### config.mk
export PLATFORM = sky130hd
export DESIGN_NAME = fast_square_sweep_ctrl_flat
export DESIGN_NICKNAME = d
export VERILOG_FILES = /design/src/rtl/fsq_sweep_pkg.sv /design/src/rtl/fsq_sweep_if.sv /design/src/rtl/fsq_tick_counter.sv /design/src/rtl/fast_square_sweep_ctrl.sv /design/src/flat_wrapper.sv
export SDC_FILE = /design/constraint.sdc
export NUM_CORES = 1
export LEC_CHECK = 0
export CAP_MARGIN = 30
export CORE_MARGIN = 2
export CORE_UTILIZATION = 61
export CTS_BUF_LIST = sky130_fd_sc_hd__clkbuf_16
export DETAILED_ROUTE_END_ITERATION = 12
export GPL_TIMING_DRIVEN = 0
export PLACE_DENSITY = 0.9
export SYNTH_ARGS = -nofsm -noshare
export SYNTH_HDL_FRONTEND = slang
export SYNTH_HIERARCHICAL = 1
export SYNTH_SLANG_ARGS = --single-unit
### constraint.sdc
create_clock -name clock -period 5.2 [get_ports clock]
set_clock_uncertainty 0.05 [all_clocks]
set_input_delay 0.52 -clock clock [delete_from_list [all_inputs] [get_ports clock]]
set_output_delay 0.52 -clock clock [all_outputs]
set_load 0.02 [all_outputs]
### src/rtl/fsq_sweep_pkg.sv
// fsq_sweep_pkg: shared types and constants for the
// fast_square_rx sweep sequencer.
package fsq_sweep_pkg;

  typedef enum logic [2:0] {
    S_IDLE,
    S_INIT,
    S_SETTLE,
    S_RECORD,
    S_STEP,
    S_DRAIN
  } state_t;

  localparam int NSTEP_LSB  = 0;
  localparam int NSTEP_W    = 8;
  localparam int SETTLE_LSB = 8;
  localparam int SETTLE_W   = 16;
  localparam int ABORT_BIT  = 29;
  localparam int CONT_BIT   = 30;
  localparam int START_BIT  = 31;

  localparam int NSUB_DEF = 4;

  function automatic int words_per_step(input int nsub);
    return 2 * nsub + 1;
  endfunction

  localparam int WORDS_PER_STEP = words_per_step(NSUB_DEF);

  localparam logic [15:0] TIMEOUT_LIMIT = 16'hFFFF;

endpackage

### src/rtl/fsq_sweep_if.sv
// fsq_sweep_if: serial settings bus carrying the
// sequencer control word.
interface fsq_sweep_if;

  logic [6:0]  serial_addr;
  logic [31:0] serial_data;
  logic        serial_strobe;

  modport master (
    output serial_addr,
    output serial_data,
    output serial_strobe
  );

  modport slave (
    input serial_addr,
    input serial_data,
    input serial_strobe
  );

endinterface

### src/rtl/fsq_tick_counter.sv
// fsq_tick_counter: loadable down-counter with enable
// and zero flag; holds at zero instead of wrapping.
module fsq_tick_counter #(
  parameter int W = 16
) (
  input  logic         clock,
  input  logic         reset_n,
  input  logic         i_load,
  input  logic         i_en,
  input  logic [W-1:0] i_val,
  output logic         o_zero
);

  logic [W-1:0] r_cnt;

  // load has priority; count down only while non-zero
  always_ff @(posedge clock or negedge reset_n) begin
    if (!reset_n) begin
      r_cnt <= '0;
    end else if (i_load) begin
      r_cnt <= i_val;
    end else if (i_en && (r_cnt != '0)) begin
      r_cnt <= r_cnt - W'(1);
    end
  end

  assign o_zero = (r_cnt == '0);

endmodule

### src/rtl/fast_square_sweep_ctrl.sv
// fast_square_sweep_ctrl: stepped-frequency sweep sequencer for fast_square_rx.
// Optional drain watchdog enabled by FAST_SQUARE_DRAIN_TIMEOUT_EN.
module fast_square_sweep_ctrl
  import fsq_sweep_pkg::*;
#(
  parameter int CTRLADDR          = 3,
  parameter int RECORD_TICKS_LOG2 = 14,
  parameter int NUM_SUBCARRIERS   = NSUB_DEF
) (
  input  logic       clock,
  input  logic       reset_n,
  fsq_sweep_if.slave sbus,
  input  logic       fifo_ready,
  output logic       rx_reset,
  output logic       record,
  output logic       freq_step,
  output logic       data_out_strobe,
  output logic       busy,
  output logic       sweep_done,
  output logic [7:0] step_idx
`ifdef FAST_SQUARE_DRAIN_TIMEOUT_EN
  ,
  output logic       drain_timeout
`endif
);

  localparam int RW = RECORD_TICKS_LOG2 + 1;
  localparam logic [RW-1:0] REC_LOAD =
    RW'((1 << RECORD_TICKS_LOG2) - 1);
  localparam logic [3:0] DRN_LOAD =
    4'(words_per_step(NUM_SUBCARRIERS) - 1);

  state_t      r_state;
  state_t      w_next;
  logic [7:0]  r_nsteps;
  logic [15:0] r_settle;
  logic        r_cont;
  logic [7:0]  r_step_idx;
  logic        r_sweep_done;

  logic        w_wr;
  logic        w_start;
  logic        w_abort;
  logic        w_kill;
  logic        w_last;
  logic        w_done;
  logic        w_step_inc;
  logic        w_step_clr;
  logic        w_set_ld;
  logic        w_set_en;
  logic        w_set_z;
  logic        w_rec_ld;
  logic        w_rec_en;
  logic        w_rec_z;
  logic        w_drn_ld;
  logic        w_drn_en;
  logic        w_drn_z;
  logic [15:0] w_set_val;
  logic        w_unused;

  assign w_wr = sbus.serial_strobe &&
                (sbus.serial_addr == 7'(CTRLADDR));
  assign w_start = w_wr && sbus.serial_data[START_BIT];
  assign w_abort = w_wr && sbus.serial_data[ABORT_BIT];
  assign w_unused = ^sbus.serial_data[28:24];

  assign w_last = (r_step_idx == r_nsteps - 8'd1);
  assign w_set_val = r_settle -
                     {15'd0, (r_settle != 16'd0)};

`ifdef FAST_SQUARE_DRAIN_TIMEOUT_EN
  logic [15:0] r_wdog;
  logic        r_drain_timeout;
  logic        w_tmo;

  assign w_tmo = (r_state == S_DRAIN) &&
                 (r_wdog == TIMEOUT_LIMIT);
  assign w_kill = w_abort || w_tmo;
  assign drain_timeout = r_drain_timeout;

  // count consecutive stalled drain cycles
  always_ff @(posedge clock or negedge reset_n) begin
    if (!reset_n) begin
      r_wdog <= '0;
    end else if ((r_state == S_DRAIN) && !fifo_ready) begin
      r_wdog <= r_wdog + 16'd1;
    end else begin
      r_wdog <= '0;
    end
  end

  // sticky timeout flag, cleared by an accepted start
  always_ff @(posedge clock or negedge reset_n) begin
    if (!reset_n) begin
      r_drain_timeout <= 1'b0;
    end else if (w_tmo) begin
      r_drain_timeout <= 1'b1;
    end else if ((r_state == S_IDLE) && w_start) begin
      r_drain_timeout <= 1'b0;
    end
  end
`else
  assign w_kill = w_abort;
`endif

  fsq_tick_counter #(.W(16)) u_settle (
    .clock   (clock),
    .reset_n (reset_n),
    .i_load  (w_set_ld),
    .i_en    (w_set_en),
    .i_val   (w_set_val),
    .o_zero  (w_set_z)
  );

  fsq_tick_counter #(.W(RW)) u_record (
    .clock   (clock),
    .reset_n (reset_n),
    .i_load  (w_rec_ld),
    .i_en    (w_rec_en),
    .i_val   (REC_LOAD),
    .o_zero  (w_rec_z)
  );

  fsq_tick_counter #(.W(4)) u_drain (
    .clock   (clock),
    .reset_n (reset_n),
    .i_load  (w_drn_ld),
    .i_en    (w_drn_en),
    .i_val   (DRN_LOAD),
    .o_zero  (w_drn_z)
  );

  // control word fields; start/abort are not stored
  always_ff @(posedge clock or negedge reset_n) begin
    if (!reset_n) begin
      r_nsteps <= '0;
      r_settle <= '0;
      r_cont   <= 1'b0;
    end else if (w_wr) begin
      r_nsteps <= sbus.serial_data[NSTEP_LSB +: NSTEP_W];
      r_settle <= sbus.serial_data[SETTLE_LSB +: SETTLE_W];
      r_cont   <= sbus.serial_data[CONT_BIT];
    end
  end

  // state register
  always_ff @(posedge clock or negedge reset_n) begin
    if (!reset_n) begin
      r_state <= S_IDLE;
    end else begin
      r_state <= w_next;
    end
  end

  // step index and end-of-sweep pulse
  always_ff @(posedge clock or negedge reset_n) begin
    if (!reset_n) begin
      r_step_idx   <= '0;
      r_sweep_done <= 1'b0;
    end else begin
      r_sweep_done <= w_done;
      if (w_step_clr) begin
        r_step_idx <= '0;
      end else if (w_step_inc) begin
        r_step_idx <= r_step_idx + 8'd1;
      end
    end
  end

  // next state, strobes and counter controls
  always_comb begin
    w_next          = r_state;
    rx_reset        = 1'b0;
    record          = 1'b0;
    freq_step       = 1'b0;
    data_out_strobe = 1'b0;
    w_done          = 1'b0;
    w_step_inc      = 1'b0;
    w_step_clr      = 1'b0;
    w_set_ld        = 1'b0;
    w_set_en        = 1'b0;
    w_rec_ld        = 1'b0;
    w_rec_en        = 1'b0;
    w_drn_ld        = 1'b0;
    w_drn_en        = 1'b0;
    unique case (r_state)
      S_IDLE: begin
        if (w_start) w_next = S_INIT;
      end
      S_INIT: begin
        rx_reset   = 1'b1;
        w_step_clr = 1'b1;
        w_set_ld   = 1'b1;
        w_next     = S_SETTLE;
      end
      S_SETTLE: begin
        if (w_set_z) begin
          w_rec_ld = 1'b1;
          w_next   = S_RECORD;
        end else begin
          w_set_en = 1'b1;
        end
      end
      S_RECORD: begin
        record = 1'b1;
        if (w_rec_z) w_next = S_STEP;
        else         w_rec_en = 1'b1;
      end
      S_STEP: begin
        freq_step = 1'b1;
        w_drn_ld  = 1'b1;
        w_next    = S_DRAIN;
      end
      S_DRAIN: begin
        data_out_strobe = fifo_ready;
        if (fifo_ready && w_drn_z) begin
          if (w_last) begin
            w_done = 1'b1;
            w_next = r_cont ? S_INIT : S_IDLE;
          end else begin
            w_step_inc = 1'b1;
            w_set_ld   = 1'b1;
            w_next     = S_SETTLE;
          end
        end else if (fifo_ready) begin
          w_drn_en = 1'b1;
        end
      end
      default: w_next = S_IDLE;
    endcase
    if (w_kill) begin
      w_next     = S_IDLE;
      w_done     = 1'b0;
      w_step_inc = 1'b0;
      w_step_clr = 1'b1;
    end
  end

  assign busy       = (r_state != S_IDLE);
  assign sweep_done = r_sweep_done;
  assign step_idx   = r_step_idx;

endmodule

### src/flat_wrapper.sv
// flat-port wrapper written by rule: the top's interface ports become plain ports
module fast_square_sweep_ctrl_flat import fsq_sweep_pkg::*;
#(
  parameter int CTRLADDR          = 3,
  parameter int RECORD_TICKS_LOG2 = 14,
  parameter int NUM_SUBCARRIERS   = NSUB_DEF
)
  (clock, reset_n, fifo_ready, rx_reset, record, freq_step, data_out_strobe, busy, sweep_done, step_idx, sbus_serial_addr, sbus_serial_data, sbus_serial_strobe);
  fsq_sweep_if sbus_i ();
  input  logic clock;
  input  logic reset_n;
  input  logic fifo_ready;
  output logic rx_reset;
  output logic record;
  output logic freq_step;
  output logic data_out_strobe;
  output logic busy;
  output logic sweep_done;
  output logic [7:0] step_idx;
  input wire logic [$bits(sbus_i.serial_addr)-1:0] sbus_serial_addr;
  input wire logic [$bits(sbus_i.serial_data)-1:0] sbus_serial_data;
  input wire logic [$bits(sbus_i.serial_strobe)-1:0] sbus_serial_strobe;
  assign sbus_i.serial_addr = sbus_serial_addr;
  assign sbus_i.serial_data = sbus_serial_data;
  assign sbus_i.serial_strobe = sbus_serial_strobe;
  fast_square_sweep_ctrl #(.CTRLADDR(CTRLADDR), .RECORD_TICKS_LOG2(RECORD_TICKS_LOG2), .NUM_SUBCARRIERS(NUM_SUBCARRIERS)) u_core (.clock(clock), .reset_n(reset_n), .sbus(sbus_i), .fifo_ready(fifo_ready), .rx_reset(rx_reset), .record(record), .freq_step(freq_step), .data_out_strobe(data_out_strobe), .busy(busy), .sweep_done(sweep_done), .step_idx(step_idx));
endmodule
# [After elaboration in Yosys (flattened, before gate mapping)]
# Cells that the tools add are included.
[totals] register_bits=72 in_bits=43 out_inout_bits=14 wordCells=86
[op_classes] n_addsub=6 eq_ne=11 n_mux=39 n_reduce_logical=21
[op_table] op="two-way mux 16 bit" count=2
[op_table] op="nonzero test 16 bit" count=2
[op_table] op="two-way mux 15 bit" count=2
[op_table] op="two-way mux 1 bit" count=23
[op_table] op="two-way mux 3 bit" count=6
[op_table] op="one-hot mux 3 bit (6 select lines)" count=1
[op_table] op="logical NOT 16 bit" count=1
[op_table] op="two-way mux 8 bit" count=2
[op_table] op="subtractor 16 x 1 -> 16 bit" count=1
[op_table] op="subtractor 16 x 1 -> 16 bit (second input constant)" count=1
[op_table] op="logical NOT 15 bit" count=1
[op_table] op="nonzero test 15 bit" count=1
[op_table] op="subtractor 15 x 1 -> 15 bit (second input constant)" count=1
[op_table] op="adder 8 x 1 -> 8 bit (second input constant)" count=1
[op_table] op="== test 8 bit" count=1
[op_table] op="two-way mux 4 bit" count=2
[op_table] op="nonzero test 2 bit" count=4
[op_table] op="subtractor 8 x 1 -> 8 bit (second input constant)" count=1
[op_table] op="== test 7 x 2 -> 1 bit (second input constant)" count=1
[op_table] op="logical AND 1 bit" count=7
[op_table] op="== test 3 x 2 -> 1 bit (second input constant)" count=2
[op_table] op="== test 3 bit (second input constant)" count=2
[op_table] op="!= test 3 x 1 -> 1 bit (second input constant)" count=2
[op_table] op="!= test 3 x 2 -> 1 bit (second input constant)" count=2
[op_table] op="8 further kinds" count=8

# [Depth between registers and ports, before layout]
# Gate-level depths: netlist of run 1.
[depth] word_depth=8 depth_mapped=14 depth_no_buf=13

# [By module]
# Netlist of run 1, hierarchy kept.
[by_module_without_submodules] module="fast_square_sweep_ctrl" n_inst=1 cells_per_inst=289 area_per_inst_um2=2334.7 seq_area_each_um2=925.9
[by_module_without_submodules] module="fsq_tick_counter (u_core.u_settle)" n_inst=1 cells_per_inst=124 area_per_inst_um2=1063.5 seq_area_each_um2=400.4
[by_module_without_submodules] module="fsq_tick_counter (u_core.u_record)" n_inst=1 cells_per_inst=113 area_per_inst_um2=948.4 seq_area_each_um2=375.4
[by_module_without_submodules] module="fsq_tick_counter (u_core.u_drain)" n_inst=1 cells_per_inst=27 area_per_inst_um2=270.3 seq_area_each_um2=100.1

# [Worst setup path after synthesis of run 1]
# Ideal clock, no wire load.
[synth_timing] path_kind="register -> register" start="register u_core.r_settle[4]" end="register u_core.u_settle.r_cnt[12]" setup_time_ns=0.141 t_arrival_ns=2.702 required_time_ns=5.009 slack_ns=2.307 path_stages_with_launch=14 path_buffers=0 period_less_slack_ns=2.893 cell_sequence="dfrtp_1 or3_4 or3_4 or4_4 nand3b_1 ha_1 ha_1 nand2b_1 nor2_1 nand3b_1 nor2_1 xor2_1 nor2_1 a31oi_1"
[synth_between] elab_chain_len=3
[synth_rtl] element="from (decl)" line_no="fast_square_sweep_ctrl.sv:36" source="logic [15:0] r_settle;"
[synth_rtl] element="from (signal assigned)" line_no="fast_square_sweep_ctrl.sv:141" source="r_settle <= sbus.serial_data[SETTLE_LSB +: SETTLE_W];"
[synth_rtl] element="nonzero test 16 bit" line_no="fast_square_sweep_ctrl.sv:69" source="{15'd0, (r_settle != 16'd0)};"
[synth_rtl] element="subtractor 16 x 1 -> 16 bit (*)" line_no="fast_square_sweep_ctrl.sv:68" source="assign w_set_val = r_settle -"
[synth_rtl] element="net u_core.w_set_val[12]" line_no="fast_square_sweep_ctrl.sv:58" source="logic [15:0] w_set_val;"
[synth_rtl] element="two-way mux 16 bit (*)" line_no="fsq_tick_counter.sv:20" source="end else if (i_load) begin"
[synth_rtl] element="to (signal assigned)" line_no="fsq_tick_counter.sv:21" source="r_cnt <= i_val;"
[synth_rtl] element="to (signal assigned)" line_no="fsq_tick_counter.sv:23" source="r_cnt <= r_cnt - W'(1);"
[synth_rtl] element="to (decl)" line_no="fsq_tick_counter.sv:14" source="logic [W-1:0] r_cnt;"
# Mark *: on every way through the listed nets, which the timed path passes. The rest lies on a longest branch.
# A chain may end at the register's enable or synchronous reset.

# [Worst setup path in the final report of run 1]
[layout_timing] start="register u_core.u_settle.r_cnt[0]" end="register u_core.u_record.r_cnt[4]"
[layout_between] elab_chain_len=4 elab_cells_between_ends=5 classes_between="3 x mux; 2 x reduce/logical"
[layout_rtl] element="logical NOT 16 bit (*)" line_no="fsq_tick_counter.sv:27" source="assign o_zero = (r_cnt == '0);"
[layout_rtl] element="net u_core.w_set_z" line_no="fast_square_sweep_ctrl.sv:51" source="logic w_set_z;"
[layout_rtl] element="two-way mux 1 bit (*)" line_no="fast_square_sweep_ctrl.sv:197" source="if (w_set_z) begin"
[layout_rtl] element="two-way mux 1 bit (*)" line_no="fast_square_sweep_ctrl.sv:186" source="unique case (r_state)"
[layout_rtl] element="net u_core.w_rec_ld" line_no="fast_square_sweep_ctrl.sv:52" source="logic w_rec_ld;"
[layout_rtl] element="two-way mux 15 bit or nonzero test 2 bit (tied branches)"
[layout_rtl] element="to (signal assigned)" line_no="fsq_tick_counter.sv:21"
[layout_rtl] element="to (signal assigned)" line_no="fsq_tick_counter.sv:23"
[layout_rtl] element="to (decl)" line_no="fsq_tick_counter.sv:14"
# Marks and branches as above.

==> out/results.txt, run 1 <==
HP Start: u_core/r_cont
Status: complete, no violations
Fmax: 0.292 GHz
Die area: 8280 um2
Synth-to-layout area growth: 22.0%
Post-CTS Setup Bufs: 0
Syn_area_per_cell: 8.35 um2
Final net count: 684
Pwr dens: 368 nW/um2
Setup_tns: 0 ns
Total track usage: 0.305
Mux share of post-synthesis cell area: 0.0306
Area after DPL: 5310 um2
CP Launch Point: u_core/u_settle/r_cnt[0]
DRT Pass-1 Iters: 5
CTS Buffer Depth: 2
Antenna diodes: 0
Clk slew on worst S/H paths: 0.06 ns
LEAKAGE: 2.51 nW
Initial DRC count: 395
Netlist Area Pre-Place: 4620 um2
Worst Setup Path Type: reg -> reg
Synth Area in Simple Gates: 0.318
Final Setup Violations: 0
WHS Path Cells: 2
Area of the core: 7290 um2
Worst path required time: 5.37 ns
Number of global-route vias before repair: 4434
Post-synthesis sequential element count: 72
Routability cong.: 0.905
Reg2reg end: u_core/u_record/r_cnt[4]
GRT overflow: 0
Final Hold Viols: 0
Synth Warn #: 6
Reg2reg start: u_core/u_settle/r_cnt[0]
Post-synth EDFFs: 0
Max Slew Vio Count: 0
Compound-cell area share of the yosys netlist: 0.161
Initial Util: 0.633
WP depth: 10
CP max stage delay: 0.52 ns
Crit path top cell by count: inv_1
FF-to-FF path depth: 10
Clk_lat worst skew: 0.34 ns
Worst Hold End: u_core/r_cont
WP buf/inv: 3
Finished Cell Area: 5630 um2
Clock Sinks: 72
Yosys top cell area share: 0.390
Final period utilization: 0.659
Cells after Synth: 553
Xor/xnor share of the synthesized area: 0.0398
Sequential cell area fraction in the yosys report: 0.390
I/O Pins: 57
CP max-delay cell: nor4b_1
Met1 wire length: 5.12 mm
Slew @ Worst Pin: 0.876 ns
CTS root buf: clkbuf_16
CP endpoint kind: register
Leading area contributor after synthesis: dfrtp_1
Routed len/inst: 16.7 um
Commonest non-fill, non-tap cell in the layout: nand2_1
Arrival @ worst endpoint: 3.59 ns
Antenna violations before repair: 0
Top cells by area, synth: dfrtp_1, nand2_1, nor2_1
DP HPWL: 8.83 mm
Hold/Removal Path Class: reg -> reg
Placement Rows: 31
RSZ-0062 raised after global routing: false
Critical Path, Cell by Cell: inv_1 > ha_1 > nor4b_1 > nand4_1 > inv_1 > nor3b_1 > clkbuf_1 > o21ai_0 > a31o_2 > a41o_1
First-pass GRT wire length: 20.4 mm
Slew HR: 0.410
Remaining DRCs: 0
Main combinational cell family by area after synthesis: simple AND/OR/NAND/NOR gates
Chip Width: 91 um
CP Launch Type: register
Routed WL: 12.3 mm
TritonCTS Buffers: 9
Proportion of layout cells with a drive suffix above 1: 0.0657
Most used DFF post-synth: dfrtp_1
Final min period: 3.43 ns
Crit path max fanout: 10
Max layer used: met4
Port buffer count: 51
Number of nets with antenna violations after routing: 0
Avg Vias per Cell: 6.15
CTS H-tree lvls: 3
Worst path top cell family by delay: simple AND/OR/NAND/NOR gates
Post-route core utilization: 0.772
Metal3 WL: 676 um
Most frequent cells in the layout: nand2_1, dfrtp_1, clkdlybuf4s50_1
Synth unique cells: 70
CTS tree: yes
Die H: 91 um
Asr flop ratio synth: 1.00
Largest net degree at the start of global routing: 73
VDD IR-drop max: 0.298 mV
Post-synthesis adder-cell area fraction: 0.0190
Via count: 4542
Met2 wire len: 6.14 mm
Max-cap viol count: 0
R2r setup slk: 1.77 ns
-- worst register-to-register path: stages, from the launching register on --
cell,delay (ns)
dfrtp_1,0.40
inv_1,0.10
ha_1,0.20
nor4b_1,0.52
nand4_1,0.38
inv_1,0.21
nor3b_1,0.37
clkbuf_1,0.43
o21ai_0,0.18
a31o_2,0.25
a41o_1,0.21
-- sequential cells by signal (all words and copies together), names as in the netlist --
register,flops
u_core/r_cont,1
u_core/r_nsteps,8
u_core/r_settle,16
u_core/r_state,3
u_core/step_idx,8
u_core/sweep_done,1
u_core/u_drain/r_cnt,4
u_core/u_record/r_cnt,15
u_core/u_settle/r_cnt,16
-- synth_stat cells, types with 3 or more instances --
cell type  number
nand2_1       113
dfrtp_1        72
nor2_1         41
a21oi_1        28
inv_1          23
o21ai_0        20
clkbuf_1       17
nor3_1         16
xor2_1         15
nand4_1        14
a31oi_1        13
mux2i_1        13
or3_1          13
nand3_1        10
nor4_1         10
nand2b_1        8
ha_1            7
o21ai_1         7
or4_1           7
nor2b_1         6
xnor2_1         6
and2_1          5
nor4b_1         5
o31ai_1         5
a21o_1          4
and3_1          4
nand3b_1        4
o21a_1          4
o41ai_1         4
nand4b_1        3
o31a_1          3
-- metrics by stage --
step / hold slack, ns / worst slack (ns) / power [mW] / instances
floorplan: 0.174 / 2.31 / 1.28 / 570
global placement: 0.431 / 1.11 / 1.43 / 720
detailed placement: 0.421 / 1.89 / 1.47 / 720
CTS: 0.309 / 1.85 / 2.06 / 736
global route: 0.463 / 1.52 / 2.20 / 738
finish: 0.442 / 1.77 / 2.07 / 738
-- routing by layer --
metal,up-vias,global-route usage
met5,-,0
met4,0,0.136
met3,43,0.0481
met2,192,0.515
met1,2166,0.387
li1,2141,-
-- cells by family (layout without fill, tap and decap cells) --
logic type	after synthesis	after routing
simple gates	281	281
xor+xnor	21	21
buf+inv	44	113
compound gates	112	112
fa+ha+maj	7	7
other cells	2	19
mux	14	14
flops	72	72
-- final cells by class --
class | count | area, um2
Fill cell | 531 | 1660
Sequential cell | 72 | 1800
Timing Repair Buffer | 53 | 546
Buffer | 21 | 96.3
Clock buffer | 9 | 225
Clock inverter | 7 | 56.3
Multi-Input combinational cell | 454 | 2700
Inverter | 23 | 86.3
Tap cell | 99 | 124
-- power by group --
group / total [mW] / internal [mW] / switching, mW
Clock: 0.583 / 0.327 / 0.256
Combinational: 0.635 / 0.289 / 0.346
Sequential: 0.853 / 0.690 / 0.164
Total: 2.07 / 1.31 / 0.766
-- worst max-delay path by stage --
stage | end | slack (ns)
6_report | u_core/u_record/r_cnt[4] | 1.77
3_5_place_dp | u_core/u_settle/r_cnt[11] | 1.89
3_3_place_gp | u_core/u_drain/r_cnt[3] | 1.11
4_1_cts | u_core/u_settle/r_cnt[11] | 1.85
2_1_floorplan | u_core/u_settle/r_cnt[12] | 2.31
5_1_grt | u_core/u_settle/r_cnt[11] | 1.52
-- what timing repair did --
item                                   CTS  global route
endpoints found under the hold margin    0             2
resized for setup                        0             0
hold buffers                             0             1
(Power assumes the default switching activity.)
==> inputs of run 2 (changes only) <==
CORE_UTILIZATION = 51   (was 61)
PLACE_DENSITY = 0.81   (was 0.9)
clock period = 2.9 ns   (was 5.2 ns; I/O delays follow)
==> out/results.txt, run 2 (synthesis results as in run 1) <==
Number of nets with antenna violations after routing: 0
WP depth: 13
Dpl ws: -0.556 ns
Status: finished with violations
Internal power: 2.53 mW
FF-to-FF path depth: 13
Routed len/inst: 16.7 um
Antenna violations before repair: 0
Final Setup Violations: 5
CTS tree: yes
Switching Fraction: 0.360
Chip Width: 99.1 um
CTS Buffer Depth: 2
Area of the multi-input gates: 2850 um2
Max-cap viol count: 0
DRT Pass-1 Iters: 5
Switching power: 1.42 mW
Largest net degree at the start of global routing: 46
Routability cong.: 0.866
Via count: 4456
Worst Setup Path Type: reg -> reg
I/O Pins: 57
Clock Sinks: 72
Sequential cell area: 1800 um2
Max Slew Vio Count: 0
Dpl cells: 730
Crit path max fanout: 2
CP endpoint kind: register
Remaining DRCs: 0
Area of the core: 8760 um2
Final WS setup: -0.121 ns
Total track usage: 0.262
CP Launch Type: register
Clock power frac: 0.273
LEAKAGE: 2.65 nW
Antenna diodes: 0
Final net count: 700
Most frequent cells in the layout: nand2_1, dfrtp_1, clkdlybuf4s50_1
Initial Util: 0.527
Die H: 99.1 um
Final Hold Viols: 0
Port buffer count: 51
Non-Filler Instances: 762
RSZ-0062 raised after global routing: true
Final min period: 3.02 ns
Pwr dens: 665 nW/um2
Worst path top cell family by delay: simple AND/OR/NAND/NOR gates
Placement Rows: 34
GRT overflow: 0
CTS root buf: clkbuf_16
Die area: 9830 um2
Commonest non-fill, non-tap cell in the layout: nand2_1
Routed WL: 12.7 mm
Critical Path, Cell by Cell: or3_4 > or3_4 > or4_4 > nand3b_1 > ha_2 > ha_4 > nand2b_4 > nor2_4 > nand3b_1 > nor2_1 > xor2_1 > nor2_1 > a31oi_1
Layout fillers: 701
Failing checks: negative setup slack
Initial DRC count: 228
Worst hold slack: 0.375 ns
Arrival @ worst endpoint: 3.22 ns
Proportion of layout cells with a drive suffix above 1: 0.127
Final period utilization: 1.04
WP buf/inv: 0
TritonCTS Buffers: 9
Slew HR: 0.571
VDD IR-drop max: 0.539 mV
CP max stage delay: 0.45 ns
Combinational Power Share: 0.331
Clk slew on worst S/H paths: 0.06 ns
DP HPWL: 8.70 mm
CTS H-tree lvls: 3
Avg Vias per Cell: 5.85
Number of global-route vias before repair: 4403
Setup_tns: -0.295 ns
Worst path required time: 3.10 ns
Slew @ Worst Pin: 0.642 ns
Biggest regs: u_core/r_settle: 16 flops, u_core/u_settle/r_cnt: 16 flops, u_core/u_record/r_cnt: 15 flops
Synth-to-layout area growth: 28.8%
CP max-delay cell: or4_4
Hold/Removal Path Class: in -> async
Reg power frac: 0.395
Fmax: 0.331 GHz
Clk_lat worst skew: 0.33 ns
First-pass GRT wire length: 20.8 mm
-- run 2: cell count changes in the layout (fill, tap and decap cells not counted), sizes merged --
cell	change
buf	+20
clkinv	-2
clkbuf	-4
bufinv	+1
-- run 2: final timing paths --
path | startpoint | end | slack (ns)
hold reg to reg | u_core/r_nsteps[7] | u_core/r_nsteps[7] | 0.47
setup reg to reg | u_core/r_settle[3] | u_core/u_settle/r_cnt[12] | -0.12
hold / removal | reset_n | u_core/u_settle/r_cnt[8] | 0.38
setup / recovery | u_core/r_settle[3] | u_core/u_settle/r_cnt[12] | -0.12
max in group asynchronous | reset_n | u_core/sweep_done | 1.87
min in group clock | sbus_serial_data[3] | u_core/r_nsteps[3] | 0.44
-- run 2: metal layers --
| metal | wire [um] | GRT usage |
|---|---|---|
| met5 | 0 | 0 |
| met4 | 232 | 0.0864 |
| met2 | 6670 | 0.458 |
| met3 | 595 | 0.0569 |
| met1 | 5210 | 0.322 |
-- run 2: area by class of cell --
cell class | count | share of cell area
Buffer | 19 | 0.0170
Clock buffer | 9 | 0.0379
Clock inverter | 6 | 0.0101
Inverter | 23 | 0.0145
Multi-Input combinational cell | 454 | 0.480
Sequential cell | 72 | 0.303
Tap cell | 108 | 0.0227
Timing Repair Buffer | 71 | 0.115
-- run 2: power by group through the flow --
stage               Clock [mW]  Sequential, mW  Combinational, mW
detailed placement           0            1.53               1.11
CTS                       1.10            1.52               1.18
finish                    1.08            1.56               1.31
global placement             0            1.51               1.06
floorplan                    0            1.45              0.852
global route              1.14            1.60               1.45
-- run 2: timing repair --
item                       CTS  global route
setup endpoints to repair   31            31
hold buffers                 1             0
hold endpoints to repair    27             0
pin swaps                    7             4
resized for setup           24            19
buffers inserted            10             8
-- run 2: per-stage QoR --
step                      power (mW)  utilization  area [um2]
after floorplan                 2.30            -        4680
after global placement          2.57        0.608        5330
after detailed placement        2.64        0.611        5350
after CTS                       3.81        0.663        5810
after global routing            4.18        0.678        5950
final                           3.96        0.678        5950
-- run 2: worst register-to-register path: cells and delay by family, from the launching register on --
| kind | cells | cell delay [ns] |
|---|---|---|
| simple gates | 9 | 1.79 |
| xor+xnor | 1 | 0.17 |
| fa+ha+maj | 2 | 0.41 |
| flops | 1 | 0.38 |
| compound gates | 1 | 0.14 |
